<file path="config.mk">
export PLATFORM = sky130hd
export DESIGN_NAME = bram_rd_arbiter
export DESIGN_NICKNAME = d
export VERILOG_FILES = /design/src/rtl/bram_rd_arbiter.sv
export SDC_FILE = /design/constraint.sdc
export NUM_CORES = 1
export LEC_CHECK = 0
export ABC_AREA = 1
export CAP_MARGIN = 40
export CORE_AREA = 2 2 423 425
export DETAILED_ROUTE_END_ITERATION = 6
export DIE_AREA = 0 0 425 427
export GPL_TIMING_DRIVEN = 0
export PLACE_DENSITY_LB_ADDON = 0.12
export SYNTH_ARGS = -nofsm -noshare
export SYNTH_HDL_FRONTEND = slang
export SYNTH_SLANG_ARGS = --single-unit
</file>
<file path="constraint.sdc">
create_clock -name clk -period 1.2 [get_ports clk]
set_input_delay 0.24 -clock clk [delete_from_list [all_inputs] [get_ports clk]]
set_output_delay 0.24 -clock clk [all_outputs]
set_load 0.005 [all_outputs]
</file>
<file path="src/rtl/bram_rd_arbiter.sv">
// rtl/bram_rd_arbiter.sv - round-robin read arbiter sharing one BRAM read port between two CSR engines
//
// Purpose:
//   Two CSR traversal engines share the single read port of the transition-table
//   BRAM. One read is issued per cycle. Every issued read carries a small tag
//   (valid + requester id) through a shift pipeline matching the BRAM latency,
//   so the returned row can be steered back to the requester that asked for it.
//   A requester may hold lock_x to keep the port for up to MAX_BURST consecutive
//   grants.
//
// Ports:
//   clk                 clock, all state on its rising edge
//   reset               asynchronous reset, active low
//   req_0 / req_1       read request, held until granted
//   addr_0 / addr_1     row address, stable while req is high
//   lock_0 / lock_1     ask for a locked burst, sampled with req
//   gnt_0 / gnt_1       combinational grant, request consumed this cycle
//   rvalid_0 / rvalid_1 returned row belongs to this requester
//   rdata               returned row (passthrough of bram_dout)
//   bram_en             registered BRAM read enable
//   bram_addr           registered BRAM read address
//   bram_dout           BRAM read data

module bram_rd_arbiter #(
  parameter int ADDR_W    = 17,
  parameter int DATA_W    = 512,
  parameter int RD_LAT    = 2,
  parameter int MAX_BURST = 4
) (
  input  logic              clk,
  input  logic              reset,
  input  logic              req_0,
  input  logic              req_1,
  input  logic [ADDR_W-1:0] addr_0,
  input  logic [ADDR_W-1:0] addr_1,
  input  logic              lock_0,
  input  logic              lock_1,
  output logic              gnt_0,
  output logic              gnt_1,
  output logic              rvalid_0,
  output logic              rvalid_1,
  output logic [DATA_W-1:0] rdata,
  output logic              bram_en,
  output logic [ADDR_W-1:0] bram_addr,
  input  logic [DATA_W-1:0] bram_dout
);

  localparam int              CNT_W   = $clog2(MAX_BURST + 1);
  localparam logic [CNT_W-1:0] MAX_CNT = CNT_W'(MAX_BURST);
  localparam logic [CNT_W-1:0] ONE_CNT = CNT_W'(1);

  // ST_BURST is the "owner valid" condition: a locked owner holds the port.
  typedef enum logic {
    ST_OPEN  = 1'b0,
    ST_BURST = 1'b1
  } state_e;

  state_e             state_q, state_d;
  logic               owner_q, owner_d;
  logic               last_q, last_d;
  logic [CNT_W-1:0]   burst_cnt_q, burst_cnt_d;
  logic [RD_LAT:0]    tag_v_q, tag_v_d;
  logic [RD_LAT:0]    tag_id_q, tag_id_d;
  logic               bram_en_q, bram_en_d;
  logic [ADDR_W-1:0]  bram_addr_q, bram_addr_d;

  logic               gnt_any;
  logic               gnt_id;
  logic               req_own;
  logic               lock_own;
  logic               cont;

  // ------------------------------------------------------------------
  // State registers
  // ------------------------------------------------------------------
  always_ff @(posedge clk or negedge reset) begin
    if (!reset) begin
      state_q     <= ST_OPEN;
      owner_q     <= 1'b0;
      last_q      <= 1'b1;   // requester 0 wins the first arbitration
      burst_cnt_q <= '0;
      tag_v_q     <= '0;
      tag_id_q    <= '0;
      bram_en_q   <= 1'b0;
      bram_addr_q <= '0;
    end else begin
      state_q     <= state_d;
      owner_q     <= owner_d;
      last_q      <= last_d;
      burst_cnt_q <= burst_cnt_d;
      tag_v_q     <= tag_v_d;
      tag_id_q    <= tag_id_d;
      bram_en_q   <= bram_en_d;
      bram_addr_q <= bram_addr_d;
    end
  end

  // ------------------------------------------------------------------
  // Arbitration, burst tracking and issue
  // ------------------------------------------------------------------
  always_comb begin
    state_d     = state_q;
    owner_d     = owner_q;
    last_d      = last_q;
    burst_cnt_d = burst_cnt_q;
    gnt_any     = 1'b0;
    gnt_id      = 1'b0;

    req_own  = owner_q ? req_1  : req_0;
    lock_own = owner_q ? lock_1 : lock_0;
    cont     = (state_q == ST_BURST) && req_own && lock_own && (burst_cnt_q < MAX_CNT);

    if (cont) begin
      gnt_any     = 1'b1;
      gnt_id      = owner_q;
      burst_cnt_d = burst_cnt_q + ONE_CNT;
    end else begin
      // Any cycle that fails the continuation ends the burst and arbitrates
      // normally in the same cycle. Since last equals the owner, the other
      // requester wins here if it is waiting, so burst ends cost no bubble.
      state_d     = ST_OPEN;
      burst_cnt_d = '0;
      if (req_0 && req_1) begin
        gnt_any = 1'b1;
        gnt_id  = ~last_q;
      end else if (req_0) begin
        gnt_any = 1'b1;
        gnt_id  = 1'b0;
      end else if (req_1) begin
        gnt_any = 1'b1;
        gnt_id  = 1'b1;
      end
      if (gnt_any && (gnt_id ? lock_1 : lock_0)) begin
        state_d     = ST_BURST;
        owner_d     = gnt_id;
        burst_cnt_d = ONE_CNT;
      end
    end

    if (gnt_any) begin
      last_d = gnt_id;
    end

    // The read port registers the address; it holds when nothing is granted.
    bram_en_d   = gnt_any;
    bram_addr_d = gnt_any ? (gnt_id ? addr_1 : addr_0) : bram_addr_q;

    // Tags enter stage 0 together with the registered address and reach the
    // last stage exactly when the BRAM presents the corresponding row.
    tag_v_d  = {tag_v_q[RD_LAT-1:0], gnt_any};
    tag_id_d = {tag_id_q[RD_LAT-1:0], gnt_id};
  end

  // ------------------------------------------------------------------
  // Outputs
  // ------------------------------------------------------------------
  // Grants are gated by reset so nothing is consumed while reset is held.
  assign gnt_0 = reset & gnt_any & ~gnt_id;
  assign gnt_1 = reset & gnt_any &  gnt_id;

  assign rvalid_0 = tag_v_q[RD_LAT] & ~tag_id_q[RD_LAT];
  assign rvalid_1 = tag_v_q[RD_LAT] &  tag_id_q[RD_LAT];
  assign rdata    = bram_dout;

  assign bram_en   = bram_en_q;
  assign bram_addr = bram_addr_q;

endmodule

</file>
==> results.py <==
metrics = {
    "run_status": {
        "status": "finished, violations left",
        "failed_checks": "hold timing, setup timing",
    },
    "synth": {
        "synth.most_common_cell": "buf_4",
        "netlist_area_um2": 5360,
        "synth_largest_area_cell": "buf_4",
        "syn_avg_cell_area_um2": 7.57,
        "ys_seq_area_frac": 0.136,
        "async_reset_ff_frac": 1.00,
        "synth_warnings": 0,
        "synth_area_leaders": "buf_4, dfrtp_1, nand3_1",
        "synth_edf_count": 0,
        "syn_inst": 709,
        "synth_ff_type": "dfrtp_1",
        "synth.top_cell.area_share": 0.719,
        "synth_nets": 1262,
        "ys_ff_latch": 29,
        "synth_cell_type_count": 20,
        "synth_common_cells": "buf_4, nand3_1, nand2_1",
    },
    "setup_path": {
        "critPathCaptureType": "output pin",
        "startpoint_type": "flop",
        "cp.arrival_ps": 1400,
        "cp.required_ps": 960,
        "reg2reg_depth": 10,
        "rr_endpoint": "bram_addr[11]",
        "crit_family": "flip-flops",
        "cp_max_fo": 3,
        "cp_slowest_stage_delay_ps": 530,
        "criticalPathCategory": "flop to output pin",
        "r2r_slack_ps": -410,
        "cp_cell_sequence": "nand2_2 > nand2_4 > nand2_8 > nand2_4 > inv_4 > nor3_2 > buf_2",
        "r2r_start": "burst_cnt_q[2]",
        "slowest_stage": "dfstp_2",
        "crit_top_cell": "nand2_4",
        "worst-path-buf-inv": 2,
    },
    "placement": {
        "gp_congestion": 0.871,
        "place_area_um2": 14100,
        "port_buffers": 573,
        "place_hpwl_um": 42200,
        "dp_cells": 3638,
    },
    "global_route": {
        "track_usage": 0.0440,
        "grt_pass1_wl_um": 55400,
        "grt_pass1_vias": 6543,
        "grt.overflow.total": 0,
        "grt_max_degree": 31,
        "antenna_found_initial": 9,
    },
    "sta": {
        "finalCriticalPeriod_ps": 1640,
        "relSlewSlack": 0.779,
        "drv_slew": 0,
        "fin_crit_sh": 1.37,
        "worst_slack_ps": -439,
        "setup_viol": 24,
        "hold_viol_final": 28,
        "tns_ps": -6550,
        "fmax_mhz": 610,
        "finClkSkew_ps": 5.39,
        "hold_ws_ps": -91.8,
        "tightest_slew_ps": 332,
        "rsz0062_at_grt": "true",
    },
    "cells_and_area": {
        "drive_gt1_frac": 0.466,
        "final-seq-area_um2": 728,
        "fin_util": 0.0827,
        "multi_input_area_um2": 833,
        "nets": 1860,
        "area_growth_pct": 173,
        "stdcell_count": 3665,
        "fillers": 20800,
        "postLayoutCellArea_um2": 14700,
    },
    "power_and_ir_drop": {
        "leakagePower_nw": 5.92,
        "power_density_nw_per_um2": 578,
        "total_power_mw": 8.47,
        "vdd_drop_max_mv": 0.545,
    },
    "run": {
        "maxCapViolCount": 0,
    },
    "detailed_routing": {
        "viasPerCell": 1.69,
        "drtIter0Drc": 149,
        "wirelength_um": 45700,
        "drcViolationCount": 0,
        "antenna_left": 0,
        "wl_per_cell_um": 12.5,
        "vias": 6183,
        "drt_pass1_iterations": 4,
    },
    "floorplan": {
        "core_area_um2": 177000,
        "fp.dieW_um": 425,
        "start_util": 0.0303,
        "io_pins": 1086,
        "fp.dieH_um": 427,
        "rows": 155,
        "die_area_um2": 181000,
    },
    "cts": {
        "h-tree-depth": 2,
        "clk_latency_ps": 280,
        "clock_path_buffers": 2,
        "clkTransAtPathRegs_ps": 50,
        "cts_root_buf": "clkbuf_16",
        "cts_buffers": 5,
        "clock-sinks": 29,
        "cts_tree": "yes",
    },
    "hold_path": {
        "hold_path.class": "input pin to asynchronous set/reset pin",
    },
}
[cell type report]
type,count,area share
buffer,519,0.267
multi-input combinational,116,0.0569
inverter,45,0.0119
timing repair buffer,591,0.403
clock buffer,7,0.00973
sequential,29,0.0497
tap,2355,0.201
antenna,3,0.000512
[worst max path at each step]
| stage | start | to | slack (ps) | depth (start not counted) |
|---|---|---|---|---|
| CTS | last_q | gnt_0 | -470 | 7 |
| global route | owner_q | gnt_0 | -520 | 8 |
| floorplan | owner_q | gnt_0 | -40 | 7 |
| detailed placement | req_0 | gnt_0 | -1160 | 9 |
| finish | last_q | gnt_0 | -440 | 7 |
| global placement | reset | gnt_0 | -2020 | 4 |
[report_power, final]
part	total, mW	switching (mW)	leakage, nW	internal [mW]
Clock	1.28	0.467	0.0700	0.815
Sequential	1.38	0.143	0.342	1.24
Combinational	5.81	2.24	5.51	3.57
Total	8.47	2.85	5.92	5.62
[sequential cells by signal (all words and copies together) (netlist names)]
signal	cells
bram_addr	17
burst_cnt_q	3
tag_id_q	3
tag_v_q	3
last_q	1
owner_q	1
state_q	1
[placed cells by master (no fill, tap or decap), types with 3 or more instances in the layout]
cell type,count
nand2_1,42
dfrtp_1,27
dlygate4sd2_1,8
nand2_2,5
clkdlybuf4s50_1,543
clkbuf_16,5
buf_4,529
buf_8,4
diode_2,3
buf_2,7
inv_1,39
nand3_1,23
nand3_2,22
nor2_1,3
inv_2,4
clkdlybuf4s15_1,9
nand3_4,9
buf_6,6
[worst reg2reg max path: stages (launching register included)]
cell	delay [ps]
dfrtp_1	390
nor2_4	170
nand3_4	140
nand2_8	100
buf_4	110
buf_6	100
buf_8	120
buf_8	130
nand3_2	90
nand3_4	110
nand2_1	60
[routing by layer]
metal | routed length [um] | global-route usage
met4 | 1160 | 0.0120
met2 | 26100 | 0.0871
met5 | 7 | 0
met3 | 3130 | 0.00896
met1 | 15300 | 0.0462
[stage by stage]
step                worst slack (ps)  hold slack [ps]
floorplan                      -40.8            -55.6
global placement               -2020              347
detailed placement             -1160              221
CTS                             -469            -85.7
global route                    -518            -80.3
finish                          -439            -91.8
[logic make-up after synthesis]
kind of cell,synth area share
flops,0.136
fa+ha+maj,0.00233
buf+inv,0.758
compound gates,0.00187
simple gates,0.102
[repair_timing]
item                                   4_1_cts  5_1_grt
pin swaps                                   14       12
gates resized for setup                    137       20
endpoints found under the hold margin       28       28
cloned                                       3        0
setup endpoints to repair                   48       28
buffers inserted                            12        3
Note: power is estimated with default switching activity, not from simulation.
